**src/rtl/alu_share_arbiter.sv**
```systemverilog
`default_nettype none
// +--------------------------------------------------------------------------+
// | Module   : alu_share_arbiter                                             |
// | Purpose  : Round-robin arbiter/sequencer that shares one combinational   |
// |            4-bit ALU among NUM_REQ requesters. A granted {op,a,b} is     |
// |            latched, driven to the ALU for one cycle, and the registered  |
// |            8-bit result and zero flag are returned over a valid/ready    |
// |            handshake tagged with the owning requester id.                |
// | Revision : 1.0 - initial release                                         |
// +--------------------------------------------------------------------------+
// | Ports                                                                    |
// |   clk, reset              clock; synchronous active-high reset           |
// |   req_valid/op/a/b        per-requester request, 4-bit fields packed     |
// |                           with requester i at [4i+3:4i]                  |
// |   req_ready               one-hot grant, only ever high in IDLE          |
// |   alu_control/in1/in2     drive to the shared ALU (zero outside EXEC)    |
// |   alu_result, alu_zero    combinational ALU outputs                      |
// |   rsp_valid/ready         response handshake                             |
// |   rsp_data/zero/id        registered result, zero flag, owner id         |
// |   busy                    high whenever the sequencer is not IDLE        |
// |   timeout_err             one-cycle pulse when a response is dropped     |
// | Configuration                                                            |
// |   ALU_ARB_RSP_TIMEOUT_EN  defined: responses left unaccepted for         |
// |                           TIMEOUT_CYCLES RESP cycles are dropped.        |
// |                           undefined: RESP waits forever, timeout_err=0.  |
// +--------------------------------------------------------------------------+
module alu_share_arbiter #(
  parameter int NUM_REQ        = 4,
  parameter int ID_W           = 2,
  parameter int TIMEOUT_CYCLES = 15
) (
  input  logic                 clk,
  input  logic                 reset,
  input  logic [NUM_REQ-1:0]   req_valid,
  input  logic [4*NUM_REQ-1:0] req_op,
  input  logic [4*NUM_REQ-1:0] req_a,
  input  logic [4*NUM_REQ-1:0] req_b,
  output logic [NUM_REQ-1:0]   req_ready,
  output logic [3:0]           alu_control,
  output logic [3:0]           alu_in1,
  output logic [3:0]           alu_in2,
  input  logic [7:0]           alu_result,
  input  logic                 alu_zero,
  output logic                 rsp_valid,
  input  logic                 rsp_ready,
  output logic [7:0]           rsp_data,
  output logic                 rsp_zero,
  output logic [ID_W-1:0]      rsp_id,
  output logic                 busy,
  output logic                 timeout_err
);

  if (NUM_REQ < 2 || NUM_REQ > 8) begin : g_bad_num_req
    $error("NUM_REQ must be in 2..8");
  end
  if (ID_W != $clog2(NUM_REQ)) begin : g_bad_id_w
    $error("ID_W must equal clog2(NUM_REQ)");
  end
  if (TIMEOUT_CYCLES < 1 || TIMEOUT_CYCLES > 255) begin : g_bad_timeout
    $error("TIMEOUT_CYCLES must be in 1..255");
  end

  localparam logic [ID_W:0]   c_num_req = (ID_W+1)'(NUM_REQ);
  localparam logic [ID_W-1:0] c_last_id = ID_W'(NUM_REQ - 1);

  typedef enum logic [1:0] {
    ST_IDLE = 2'd0,
    ST_EXEC = 2'd1,
    ST_RESP = 2'd2
  } state_t;

  state_t          r_state;
  state_t          w_state_nxt;
  logic [ID_W-1:0] r_rr_ptr;
  logic [ID_W-1:0] r_id;
  logic [3:0]      r_op;
  logic [3:0]      r_a;
  logic [3:0]      r_b;
  logic [7:0]      r_data;
  logic            r_zero;

  logic [2*NUM_REQ-1:0] w_dbl;
  logic                 w_any;
  logic [ID_W:0]        w_off;
  logic [ID_W:0]        w_sum;
  logic [ID_W-1:0]      w_winner;
  logic [3:0]           w_sel_op;
  logic [3:0]           w_sel_a;
  logic [3:0]           w_sel_b;
  logic                 w_grant;
  logic                 w_release;
  logic                 w_to_hit;
  logic [ID_W-1:0]      w_id_inc;

  // Rotate the request vector so that bit 0 is the requester at rr_ptr; the
  // lowest set bit of the rotated vector is then the round-robin winner.
  always_comb begin
    w_dbl = {req_valid, req_valid} >> r_rr_ptr;
    w_any = |req_valid;
    w_off = '0;
    for (int i = NUM_REQ - 1; i >= 0; i--) begin
      if (w_dbl[i]) begin
        w_off = i[ID_W:0];
      end
    end
    w_sum    = {1'b0, r_rr_ptr} + w_off;
    w_winner = (w_sum >= c_num_req) ? ID_W'(w_sum - c_num_req) : w_sum[ID_W-1:0];
  end

  always_comb begin
    w_sel_op  = '0;
    w_sel_a   = '0;
    w_sel_b   = '0;
    req_ready = '0;
    for (int i = 0; i < NUM_REQ; i++) begin
      if (w_winner == i[ID_W-1:0]) begin
        w_sel_op     = req_op[4*i +: 4];
        w_sel_a      = req_a[4*i +: 4];
        w_sel_b      = req_b[4*i +: 4];
        req_ready[i] = w_grant;
      end
    end
  end

  assign w_grant  = !reset && (r_state == ST_IDLE) && w_any;
  assign w_id_inc = (r_id == c_last_id) ? '0 : r_id + 1'b1;

  // Next-state logic; a response leaves RESP either by accept or by drop.
  always_comb begin
    w_state_nxt = r_state;
    w_release   = 1'b0;
    case (r_state)
      ST_IDLE: if (w_any) w_state_nxt = ST_EXEC;
      ST_EXEC: w_state_nxt = ST_RESP;
      ST_RESP: begin
        if (rsp_ready || w_to_hit) begin
          w_state_nxt = ST_IDLE;
          w_release   = 1'b1;
        end
      end
      default: w_state_nxt = ST_IDLE;
    endcase
  end

  always_ff @(posedge clk) begin
    if (reset) begin
      r_state  <= ST_IDLE;
      r_rr_ptr <= '0;
      r_id     <= '0;
      r_op     <= '0;
      r_a      <= '0;
      r_b      <= '0;
      r_data   <= '0;
      r_zero   <= 1'b0;
    end else begin
      r_state <= w_state_nxt;
      if (r_state == ST_IDLE && w_any) begin
        r_id <= w_winner;
        r_op <= w_sel_op;
        r_a  <= w_sel_a;
        r_b  <= w_sel_b;
      end
      if (r_state == ST_EXEC) begin
        r_data <= alu_result;
        r_zero <= alu_zero;
      end
      if (w_release) begin
        r_rr_ptr <= w_id_inc;
      end
    end
  end

`ifdef ALU_ARB_RSP_TIMEOUT_EN
  localparam logic [7:0] c_to_last = 8'(TIMEOUT_CYCLES - 1);

  logic [7:0] r_wait;
  logic       r_timeout_err;

  // Counter sits at zero outside RESP, so it is clear on every RESP entry.
  always_ff @(posedge clk) begin
    if (reset) begin
      r_wait        <= '0;
      r_timeout_err <= 1'b0;
    end else begin
      r_timeout_err <= (r_state == ST_RESP) && !rsp_ready && w_to_hit;
      if (r_state != ST_RESP) begin
        r_wait <= '0;
      end else if (!rsp_ready) begin
        r_wait <= r_wait + 8'd1;
      end
    end
  end

  assign w_to_hit    = (r_wait == c_to_last);
  assign timeout_err = r_timeout_err;
`else
  assign w_to_hit    = 1'b0;
  assign timeout_err = 1'b0;
`endif

  // Combinational outputs are forced low while reset is asserted so that the
  // block is silent for the whole reset window, not only after the first edge.
  assign alu_control = (!reset && r_state == ST_EXEC) ? r_op : 4'd0;
  assign alu_in1     = (!reset && r_state == ST_EXEC) ? r_a  : 4'd0;
  assign alu_in2     = (!reset && r_state == ST_EXEC) ? r_b  : 4'd0;
  assign rsp_valid   = !reset && (r_state == ST_RESP);
  assign busy        = !reset && (r_state != ST_IDLE);
  assign rsp_data    = r_data;
  assign rsp_zero    = r_zero;
  assign rsp_id      = r_id;

endmodule
`default_nettype wire

```
**config.mk**
```make
export PLATFORM = sky130hd
export DESIGN_NAME = alu_share_arbiter
export DESIGN_NICKNAME = d
export VERILOG_FILES = /design/src/rtl/alu_share_arbiter.sv
export SDC_FILE = /design/constraint.sdc
export NUM_CORES = 1
export LEC_CHECK = 0
export CAP_MARGIN = 40
export CORE_ASPECT_RATIO = 1.5
export CORE_MARGIN = 8
export CORE_UTILIZATION = 35
export DETAILED_ROUTE_END_ITERATION = 16
export GPL_ROUTABILITY_DRIVEN = 0
export GPL_TIMING_DRIVEN = 0
export PLACE_DENSITY = 0.81
export SYNTH_ARGS = -nofsm -noshare
export SYNTH_HDL_FRONTEND = slang
export SYNTH_SLANG_ARGS = --single-unit
export TNS_END_PERCENT = 30
```
**constraint.sdc**
```tcl
create_clock -name clk -period 2.6 [get_ports clk]
set_input_delay 0.39 -clock clk [delete_from_list [all_inputs] [get_ports clk]]
set_output_delay 0.39 -clock clk [all_outputs]
set_load 0.02 [all_outputs]
```
# --- Word level (Yosys, flattened, before mapping) ---
# Cells that the tools add are included.
totals:
  regBits: 27
  input_bits: 64
  output_inout_bits: 30
  word_cells: 63
op_classes:
  n_addsub: 3
  n_lt_le_gt_ge: 1
  eq_ne: 8
  shift: 1
  mux: 30
  n_reduce_logical: 12
op_table:
  columns: ["op", "count"]
  rows:
  - ["$mux W4", 15]
  - ["$mux W2", 6]
  - ["$eq A2 B2 Y1 const B", 4]
  - ["$shr A8 B2 Y4", 1]
  - ["$logic_and A1 B1 Y1", 6]
  - ["$mux W1", 6]
  - ["$mux W3", 2]
  - ["$pmux W2 S3", 1]
  - ["$eq A2 B1 Y1 const B", 2]
  - ["$logic_not A2 Y1", 2]
  - ["$ne A2 B2 Y1 const B", 2]
  - ["$reduce_or A4 Y1", 1]
  - ["$add A2 B3 Y3", 1]
  - ["$ge A3 B3 Y1 const B", 1]
  - ["$add A2 B1 Y2 const B", 1]
  - ["$reduce_and A2 Y1", 1]
  - ["$reduce_bool A2 Y1", 1]
  - ["$sub A2 B1 Y2 const B", 1]
  - ["$logic_not A1 Y1", 1]

# --- Logic depth before layout (Yosys ltp) ---
# Gate-level depths: netlist of run 1.
logic_depth:
  word_depth: 13
  depth_mapped: 12
  ltp_nobuf: 10

# --- Least setup slack after synthesis of run 1 ---
# OpenSTA, ideal clock, no wires.
synth_path:
  path_kind: "input to output"
  startpoint: "in req_valid[2]"
  endpoint: "out req_ready[1]"
  arrival_time_ps: 2710
  required_time_ps: 2210
  slack_ps: -500
  stages: 10
  path_buffers: 3
  path_cell_list: "buf_6 > nor2_1 > nor3_1 > a21oi_1 > o21ai_0 > ha_1 > clkbuf_1 > clkbuf_1 > inv_1 > nor4_1"
synth_via:
  elab_chain_cells: 10
  elab_cells_between_ends: 13
  cone_classes: "add/sub (2); order compare (1); eq/ne (1); shift (1); mux (6); reduce/logical (2)"
synth_rtl:
  columns: ["item", "line", "rtl"]
  rows:
  - ["from (decl)", "34", "input logic [NUM_REQ-1:0] req_valid,"]
  - ["$shr A8 B2 Y4 *", "98", "w_dbl = {req_valid, req_valid} >> r_rr_ptr;"]
  - ["$mux W2 (2 in series)", "102", "if (w_dbl[i]) begin"]
  - ["$mux W3", "102", null]
  - ["$mux W3 *", "102", null]
  - ["$add A2 B3 Y3 *", "106", "w_sum = {1'b0, r_rr_ptr} + w_off;"]
  - ["named net w_sum[0]", "85", "logic [ID_W:0] w_sum;"]
  - ["$ge A3 B3 Y1 / $sub A2 B1 Y2 (equally long branches)", "107", "w_winner = (w_sum >= c_num_req) ? ID_W'(w_sum - c_num_req) : w_sum[ID_W-1:0];"]
  - ["$mux W2 *", "107", null]
  - ["$eq A2 B1 Y1 *", "116", "if (w_winner == i[ID_W-1:0]) begin"]
  - ["$mux W1 *", "116", null]
  - ["to (decl)", "38", "output logic [NUM_REQ-1:0] req_ready,"]
# The timed path passes the listed nets; every way through them passes the cells marked *.

# --- Worst setup path in the final report of run 1 ---
layout_path:
  startpoint: "reg r_rr_ptr[0]"
  endpoint: "out req_ready[2]"
layout_via:
  elab_chain_cells: 10
  elab_cells_between_ends: 11
  cone_classes: "add/sub (2); order compare (1); eq/ne (1); shift (1); mux (6)"
layout_rtl:
  columns: ["item", "line", "rtl"]
  rows:
  - ["from (decl)", "74", "logic [ID_W-1:0] r_rr_ptr;"]
  - ["from (signal assigned)", "168", "r_rr_ptr <= w_id_inc;"]
  - ["$shr A8 B2 Y4", "98", null]
  - ["$mux W2 (2 in series)", "102", null]
  - ["$mux W3 (2 in series)", "102", null]
  - ["$add A2 B3 Y3 *", "106", null]
  - ["$ge A3 B3 Y1 / $sub A2 B1 Y2 (equally long branches)", "107", null]
  - ["$mux W2 *", "107", null]
  - ["$eq A2 B2 Y1 *", "116", null]
  - ["$mux W1 *", "116", null]
# Mark *: on every way between the ends. The rest lies on a longest branch, timed or not.

==> results.py, run 1 <==
metrics = {
    "outcome": {
        "outcome": "finished with violations",
        "violations": "setup timing",
    },
    "synthesis": {
        "ys_ff_latch": 27,
        "synth_cell_type_count": 38,
        "synth_flop_cell": "dfxtp_1",
        "synth_area_mm2": 0.001658,
        "yosysWarnings": 0,
        "yosysTopAreaCellShare_pct": 32.60,
        "synthMostInstantiatedCell": "dfxtp_1",
        "synth_area_leader_cell": "dfxtp_1",
        "seq_area_frac_synth_pct": 32.60,
        "synth_edf_count": 0,
        "syn-num-nets": 244,
        "synthCells": 178,
        "async_flop_share_pct": 0,
        "synth_common_cells": "dfxtp_1 (27), nand2_1 (26), nor2_1 (18), a21oi_1 (12), and2_1 (12)",
        "avgSynthCellArea_um2": 9.314,
        "synthTopCellsByArea": "dfxtp_1 (33%), mux4_1 (11%), nand2_1 (5.9%), a22o_1 (5.3%), and2_1 (4.5%)",
    },
    "layout": {
        "syn_to_final_growth_pct": 75.32,
        "fillerInstances": 386,
        "finish.instance_area_mm2": 0.002907,
        "n_antenna_cell": 0,
        "layout.nets": 353,
        "final_layout_size_suffix_gt1_share_pct": 18.53,
    },
    "timing": {
        "fin_crit_sh_pct": 102.2,
        "fin_crit_ps": 2658,
        "skew_ps": 6.229,
        "setup_violations": 7,
        "rsz0062_at_grt": "yes",
        "fin_ws_ps": -58.42,
        "fmax_mhz": 376.2,
        "maxSlewViolCount": 0,
        "final_hold_viol_count": 0,
    },
    "clock_tree": {
        "numClockSinks": 27,
        "root_buffer": "clkbuf_8",
        "clk_pin_slew_worst_paths_ps": 100,
        "cts_tree": "done",
        "cts_max_level": 1,
        "cts-root-to-sink-buffers": 2,
        "cts_buffers": 3,
        "insertion_delay_ps": 270,
        "ctsHoldBuffers": 0,
    },
    "setup_path": {
        "crit_top_cell": "buf_4",
        "r2r-start": "r_rr_ptr[0]",
        "max_stage_delay_ps": 370,
        "r2r_slack_ps": -10,
        "worst_path_max_delay_cell": "xnor2_4",
        "cpLargestDelayFamily": "simple AND/OR/NAND/NOR gates",
        "path_buf_inv": 3,
        "cp-start-kind": "flop",
        "critPathArrivalTime_ps": 2270,
        "reg2regPathDepth": 10,
        "cp_max_fo": 8,
        "critical_path_class": "reg -> out",
        "rr_endpoint": "r_op[2]",
        "cp.required_ps": 2210,
        "worstPathCellList": "buf_4, buf_4, or2b_1, o32ai_2, a32oi_4, xnor2_4, and3_1, buf_6",
        "end_kind": "output port",
    },
    "die": {
        "die_x_um": 72.20,
        "num_rows": 30,
        "die_h_um": 100.3,
        "start_util_pct": 36.50,
        "core-area_mm2": 0.004542,
        "die-area_mm2": 0.007240,
        "io_pins": 94,
    },
    "power": {
        "total_power_uw": 1244,
        "swShare_pct": 30.55,
        "ir_drop_mv": 0.2108,
        "clock_power_share_pct": 19.3,
        "power.leakage_uw": 0.001292,
        "powerDensity_mw_per_mm2": 428.0,
        "p_seq_share_pct": 39.4,
        "p_sw_uw": 380.0,
        "p_int_uw": 864.0,
        "pwr-share-comb_pct": 41.3,
    },
    "min_path": {
        "hold_start": "rsp_data[6]",
        "holdPathStages": 2,
        "whs_endpoint": "rsp_data[6]",
        "holdCritPathClass": "reg -> reg",
    },
    "route": {
        "drtIter0Drc": 75,
        "ant_nets": 0,
        "post_drt_wl_per_cell_um": 16.21,
        "drc": 0,
        "vias": 1741,
        "first_pass_iters": 4,
        "vias_per_cell": 4.974,
        "wl_mm": 5.675,
    },
    "place": {
        "hpwl_mm": 4.375,
        "place_worst_setup_slack_ps": -1240,
        "placed_cell_area_mm2": 0.002679,
        "io_buffers": 90,
    },
    "flow_run": {
        "maxCapViolCount": 0,
    },
    "global_routing": {
        "track_usage_pct": 14.48,
        "grt-ovfl-total": 0,
        "grt_pass1_wl_mm": 8.493,
        "first_global_vias": 1762,
        "grt_max_degree": 17,
        "antenna_found_initial": 0,
    },
}
## power groups by stage
stage,Clock (uW),Combinational [uW],Sequential [uW]
finish,240,514,490
global route,261,551,496
CTS,247,478,489
detailed placement,0,455,498
floorplan,0,248,508
global placement,0,446,496
## state kept, by name, summed over array words and instances (netlist names)
signal and cells:
r_op 4, r_state 2, r_b 4, r_a 4
rsp_data 8, rsp_zero 1, rsp_id 2, r_rr_ptr 2
## through the flow
stage | utilization [%] | setup TNS, ps | instances | hold slack [ps]
floorplan | - | 0 | 178 | 416.6
global placement | 58.98 | -14020 | 332 | 442.3
detailed placement | 58.98 | -14410 | 332 | 448.9
CTS | 62.07 | -1222 | 343 | 461.8
global route | 63.99 | -1177 | 350 | 485.6
finish | 63.99 | -208.4 | 350 | 458.3
## worst reg2reg max path, delay by kind of cell, from the launching register on
kind | cells | cell delay, ps
AO/OA/AOI/OAI | 3 | 650
buffers and inverters | 4 | 560
XOR/XNOR | 1 | 380
flip-flops | 1 | 360
multiplexers | 1 | 300
AND/OR/NAND/NOR | 1 | 250
## logic make-up (layout without fill, tap and decap cells)
kind of cell	Yosys count	count (layout)	synth area share, %
XOR/XNOR	3	3	2.717
AND/OR/NAND/NOR	78	78	22.87
other	1	1	0.2262
adder cells (fa/ha/maj)	2	2	1.509
multiplexers	14	14	17.58
flip-flops	27	27	32.60
buffers and inverters	19	127	6.188
AO/OA/AOI/OAI	34	34	16.30
## cell usage in the layout, fill, tap and decap left out, drive strengths merged
| cell type | instances |
|---|---|
| nor4 | 5 |
| nand3b | 1 |
| nand2 | 26 |
| clkinvlp | 2 |
| clkbuf | 9 |
| mux2i | 4 |
| a22o | 10 |
| mux4 | 10 |
| nor3 | 3 |
| ha | 2 |
| or2b | 1 |
| dlymetal6s2s | 7 |
| and2 | 12 |
| xor2 | 1 |
| a32oi | 1 |
| nor3b | 3 |
| a21o | 1 |
| a311oi | 1 |
| a211o | 1 |
| nor2b | 2 |
| nand3 | 1 |
| o32ai | 2 |
| o21ai | 1 |
| a21oi | 12 |
| inv | 3 |
| buf | 29 |
| nor2 | 18 |
| dlygate4sd2 | 2 |
| xnor2 | 2 |
| nand2b | 2 |
| dfxtp | 27 |
| conb | 1 |
| clkdlybuf4s50 | 75 |
| and3 | 4 |
| o31ai | 4 |
| o311a | 1 |
## layout make-up
class | count | area [um2] | share of cell area (%)
Clock inverter | 1 | 7.507 | 0.2583
Clock buffer | 3 | 41.29 | 1.421
Buffer | 12 | 91.34 | 3.142
Sequential cell | 27 | 541.8 | 18.64
Tap cell | 64 | 80.08 | 2.755
Timing Repair Buffer | 107 | 1041 | 35.82
Inverter | 4 | 18.77 | 0.6457
Multi-Input combinational cell | 132 | 1085 | 37.32
## routing by layer
| layer | wire (um) | vias up | part of all wire, % | GRT usage (%) |
|---|---|---|---|---|
| li1 | - | 855 | - | - |
| met1 | 2145 | 836 | 38 | 15.11 |
| met2 | 3256 | 48 | 57 | 27.70 |
| met3 | 236 | 2 | 4.2 | 2.395 |
| met4 | 36 | 0 | 0.63 | 4.897 |
| met5 | 0 | - | 0 | 0 |
## how the worst max path moves through the flow
| stage | startpoint | end | cells past startpoint |
|---|---|---|---|
| final | r_rr_ptr[0] | req_ready[2] | 8 |
| after global routing | r_rr_ptr[0] | req_ready[2] | 8 |
| after CTS | r_rr_ptr[0] | req_ready[1] | 9 |
| after detailed placement | req_valid[3] | req_ready[1] | 11 |
| after global placement | req_valid[1] | req_ready[1] | 10 |
| after floorplan | req_valid[2] | req_ready[0] | 8 |
## timing repair
| item | 4_1_cts | 5_1_grt |
|---|---|---|
| setup endpoints to repair | 30 | 14 |
| pin swaps | 6 | 5 |
| resized for setup | 43 | 17 |
| buffers inserted | 7 | 9 |
| gates cloned | 1 | 0 |
(Power assumes the default switching activity.)
==> run 2, diff against run 1 <==
--- a/config.mk
+++ b/config.mk
@@ -13,6 +13,7 @@
 export GPL_ROUTABILITY_DRIVEN = 0
 export GPL_TIMING_DRIVEN = 0
 export PLACE_DENSITY = 0.81
+export REMOVE_ABC_BUFFERS = 1
 export SYNTH_ARGS = -nofsm -noshare
 export SYNTH_HDL_FRONTEND = slang
 export SYNTH_SLANG_ARGS = --single-unit
==> constraint.sdc (replaced) <==
create_clock -name clk -period 2.34 [get_ports clk]
set_input_delay 0.351 -clock clk [delete_from_list [all_inputs] [get_ports clk]]
set_output_delay 0.351 -clock clk [all_outputs]
set_load 0.02 [all_outputs]
==> results.py, run 2 (synthesized netlist as in run 1, its figures left out) <==
metrics = {
    "setup_path": {
        "critical_path_class": "reg -> out",
        "cp-start-kind": "flop",
        "end_kind": "output port",
        "critPathArrivalTime_ps": 2100,
        "r2r_slack_ps": -20,
        "cp_max_fo": 6,
        "cp.required_ps": 1990,
    },
    "route": {
        "post_drt_wl_per_cell_um": 16.40,
        "first_pass_iters": 4,
        "vias_per_cell": 4.929,
        "drc": 0,
        "vias": 1666,
        "wl_mm": 5.542,
        "ant_nets": 0,
        "drtIter0Drc": 44,
    },
    "global_routing": {
        "antenna_found_initial": 0,
        "grt_pass1_wl_mm": 8.397,
        "track_usage_pct": 14.75,
        "grt-ovfl-total": 0,
        "grt_max_degree": 22,
        "first_global_vias": 1703,
    },
    "die": {
        "num_rows": 30,
        "die-area_mm2": 0.007240,
        "start_util_pct": 36.50,
        "die_x_um": 72.20,
        "io_pins": 94,
        "core-area_mm2": 0.004542,
        "die_h_um": 100.3,
    },
    "clock_tree": {
        "cts_tree": "done",
        "cts_buffers": 3,
        "cts_max_level": 1,
        "clk_pin_slew_worst_paths_ps": 80,
        "cts-root-to-sink-buffers": 2,
        "root_buffer": "clkbuf_8",
        "insertion_delay_ps": 270,
        "numClockSinks": 27,
    },
    "layout": {
        "syn_to_final_growth_pct": 71.02,
        "largest_reg_flops": 8,
        "layout.nets": 341,
        "finish.instance_area_mm2": 0.002835,
        "fin_util_pct": 62.42,
        "multi_input_area_mm2": 0.001107,
        "final_common_cell": "clkdlybuf4s50_1",
        "fillerInstances": 384,
        "stdcell_count": 338,
        "final_layout_size_suffix_gt1_share_pct": 17.88,
        "seq_area_um2": 545.5,
        "mostFrequentLayoutCells": "clkdlybuf4s50_1 (80), nand2_1 (26), dfxtp_1 (25)",
        "n_antenna_cell": 0,
    },
    "power": {
        "powerDensity_mw_per_mm2": 469.5,
        "ir_drop_mv": 0.2410,
        "power.leakage_uw": 0.001173,
    },
    "timing": {
        "fin_crit_ps": 2451,
        "relSlewSlack_pct": 45.06,
        "rsz0062_at_grt": "yes",
        "skew_ps": 6.016,
        "final_hold_viol_count": 0,
        "maxSlewViolCount": 0,
        "setup_tns_ps": -406.2,
        "fmax_mhz": 408.0,
        "setup_violations": 6,
        "fin_ws_ps": -110.9,
        "fin_crit_sh_pct": 104.7,
        "worst_slew_pin_slew_ps": 822.5,
    },
    "flow_run": {
        "maxCapViolCount": 0,
    },
    "place": {
        "placed_cell_area_mm2": 0.002579,
        "place_worst_setup_slack_ps": -1498,
        "dp_cells": 320,
        "io_buffers": 92,
        "hpwl_mm": 4.211,
    },
    "min_path": {
        "holdCritPathClass": "reg -> reg",
    },
    "outcome": {
        "outcome": "finished with violations",
        "violations": "setup timing",
    },
}
run 2: routing by layer:
layer	GRT usage, %	vias to the layer above	share of wire, %
met3	2.096	4	4.2
li1	-	836	-
met5	0	-	0
met2	27.84	39	57
met4	6.635	0	1.6
met1	15.30	787	37
run 2: through the flow:
| step | power, uW | hold WS [ps] |
|---|---|---|
| 3_3_place_gp | 1017 | 427.5 |
| 5_1_grt | 1407 | 474.1 |
| 3_5_place_dp | 1031 | 438.5 |
| 6_report | 1331 | 455.5 |
| 4_1_cts | 1335 | 458.3 |
| 2_1_floorplan | 802.4 | 416.6 |
run 2: critical path: stages, from the launching register on:
cell	delay, ps
dfxtp_4	400
buf_6	120
nand3_2	60
o311a_1	140
o21ai_2	180
ha_4	180
xor2_4	220
xnor2_4	130
nor4_2	230
buf_4	190
run 2: final timing paths:
check	start	to	cells after the start
worst max register to register	r_rr_ptr[0]	r_op[2]	10
worst max-delay path	r_rr_ptr[0]	req_ready[0]	9
worst min register to register	rsp_data[1]	rsp_data[1]	2
worst min-delay path	rsp_data[1]	rsp_data[1]	2
run 2: area by class of cell:
| cell class | instances | share of cell area, % |
|---|---|---|
| tap | 64 | 2.824 |
| clock buffer | 3 | 1.456 |
| timing repair buffer | 106 | 36.72 |
| multi-input combinational | 133 | 39.06 |
| sequential | 27 | 19.24 |
| clock inverter | 1 | 0.1765 |
| inverter | 4 | 0.5296 |
run 2: where the power goes:
group,internal (uW),switching (uW),total (uW)
Sequential,512,33.4,546
Clock,119,138,257
Combinational,300,228,529
run 2: timing repair:
item	CTS	global route
hold buffers	0	0
resized for setup	61	8
hold endpoints to repair	0	0
pin swaps	8	5
buffers inserted	12	1
setup endpoints to repair	31	23
gates cloned	1	0
==> run 3, diff against run 2 <==
--- a/config.mk
+++ b/config.mk
@@ -6,13 +6,15 @@
 export NUM_CORES = 1
 export LEC_CHECK = 0
 export CAP_MARGIN = 40
+export CELL_PAD_IN_SITES_DETAIL_PLACEMENT = 1
+export CELL_PAD_IN_SITES_GLOBAL_PLACEMENT = 1
 export CORE_ASPECT_RATIO = 1.5
 export CORE_MARGIN = 8
-export CORE_UTILIZATION = 35
+export CORE_UTILIZATION = 24
 export DETAILED_ROUTE_END_ITERATION = 16
 export GPL_ROUTABILITY_DRIVEN = 0
 export GPL_TIMING_DRIVEN = 0
-export PLACE_DENSITY = 0.81
+export PLACE_DENSITY = 0.79
 export REMOVE_ABC_BUFFERS = 1
 export SYNTH_ARGS = -nofsm -noshare
 export SYNTH_HDL_FRONTEND = slang
==> results.py, run 3 (synthesized netlist as in run 1, its figures left out) <==
metrics = {
    "clock_tree": {
        "cts_max_level": 1,
        "insertion_delay_ps": 270,
        "clk_pin_slew_worst_paths_ps": 100,
        "cts_buffers": 3,
        "cts_tree": "done",
        "cts-root-to-sink-buffers": 2,
        "root_buffer": "clkbuf_8",
        "numClockSinks": 27,
    },
    "route": {
        "post_drt_wl_per_cell_um": 16.89,
        "drtIter0Drc": 29,
        "wl_mm": 6.014,
        "ant_nets": 0,
        "wl_met1_mm": 2.242,
        "wl_met2_mm": 3.485,
        "first_pass_iters": 4,
        "vias": 1704,
        "top_layer_used": "met4",
        "vias_per_cell": 4.787,
        "drc": 0,
        "met3WireLength_um": 229,
    },
    "global_routing": {
        "antenna_found_initial": 0,
        "grt-ovfl-total": 0,
        "first_global_vias": 1911,
        "grt_max_degree": 22,
        "grt_pass1_wl_mm": 9.646,
        "track_usage_pct": 11.70,
    },
    "die": {
        "die_h_um": 117.8,
        "die_x_um": 83.86,
        "core-area_mm2": 0.006759,
        "io_pins": 94,
        "num_rows": 37,
        "die-area_mm2": 0.009878,
        "start_util_pct": 24.53,
    },
    "layout": {
        "layout.nets": 345,
        "largest_reg_flops": 8,
        "mostFrequentLayoutCells": "clkdlybuf4s50_1 (82), nand2_1 (26), dfxtp_1 (24)",
        "syn_to_final_growth_pct": 74.79,
        "fin_util_pct": 42.87,
        "final_common_cell": "clkdlybuf4s50_1",
        "fillerInstances": 787,
        "n_antenna_cell": 0,
        "final_layout_size_suffix_gt1_share_pct": 19.42,
        "finish.instance_area_mm2": 0.002898,
    },
    "timing": {
        "final_hold_viol_count": 0,
        "maxSlewViolCount": 0,
        "fin_crit_sh_pct": 107.2,
        "fmax_mhz": 398.6,
        "setup_violations": 9,
        "relSlewSlack_pct": 59.37,
        "fin_crit_ps": 2509,
        "fin_ws_ps": -168.7,
        "worst_slew_pin_slew_ps": 608.2,
        "skew_ps": 6.007,
        "setup_tns_ps": -699.4,
        "rsz0062_at_grt": "yes",
    },
    "setup_path": {
        "cp-start-kind": "input pin",
        "cp.required_ps": 1990,
        "end_kind": "output port",
        "critical_path_class": "in -> out",
        "critPathArrivalTime_ps": 2160,
        "cp_max_fo": 8,
    },
    "min_path": {
        "holdCritPathClass": "reg -> reg",
    },
    "outcome": {
        "outcome": "finished with violations",
        "violations": "setup timing",
    },
    "place": {
        "io_buffers": 92,
        "placed_cell_area_mm2": 0.002604,
        "hpwl_mm": 4.529,
    },
    "flow_run": {
        "maxCapViolCount": 0,
    },
    "power": {
        "ir_drop_mv": 0.2164,
        "power.leakage_uw": 0.001141,
        "powerDensity_mw_per_mm2": 471.6,
    },
}
run 3: changes by cell type in the layout (fill, tap and decap cells not counted), moves of 2 or more:
| cell | delta |
|---|---|
| buf_4 | +3 |
| dlymetal6s2s_1 | -3 |
| buf_6 | +2 |
| clkdlybuf4s50_1 | +2 |
run 3: area by class of cell:
type	instances	area, um2	area share (%)
Clock buffer	4	45.04	1.554
Inverter	4	15.01	0.5181
Multi-Input combinational cell	133	1130	38.99
Sequential cell	27	546.8	18.87
Tap cell	78	97.59	3.368
Timing Repair Buffer	110	1064	36.70
run 3: per-stage QoR:
step	cells	hold slack [ps]	setup slack, ps	total power, uW
after global placement	333	426.2	-1628	1024
after global routing	356	482.3	-260.0	1450
after CTS	354	455.8	-181.9	1368
after detailed placement	335	433.7	-1589	1042
final	356	457.9	-168.7	1367
after floorplan	163	416.6	-489.8	802.4
run 3: repair_timing:
item | CTS | global route
cloned | 1 | 0
pin swaps | 9 | 2
resized for setup | 66 | 5
buffers inserted | 14 | 2
hold buffers | 0 | 0
endpoints found under the setup margin | 32 | 24
run 3: worst max-delay path, stage by stage:
cell	delay [ps]
clkdlybuf4s15_2	270
o311a_1	370
o21ai_2	160
ha_4	190
xor2_4	220
xnor2_4	130
buf_6	150
nor4_4	140
buf_4	190
run 3: where the power goes:
part	leakage, uW	internal (uW)	switching (uW)
Sequential	0.000224	513	33.6
Clock	0.0000228	122	144
Combinational	0.000894	314	241
run 3: routing by layer:
metal,track usage (%),up-vias
met2,23.20,39
met3,2.008,2
met5,0,-
met1,11.62,824
met4,3.688,0
li1,-,839
run 3: worst paths after layout:
| check | depth (start not counted) | endpoint | from | slack [ps] |
|---|---|---|---|---|
| worst min register to register | 2 | rsp_data[4] | rsp_data[4] | 460 |
| worst max-delay path | 9 | req_ready[1] | req_valid[2] | -170 |
| worst max register to register | 11 | r_op[2] | r_rr_ptr[0] | -80 |
| worst min-delay path | 2 | rsp_data[4] | rsp_data[4] | 460 |
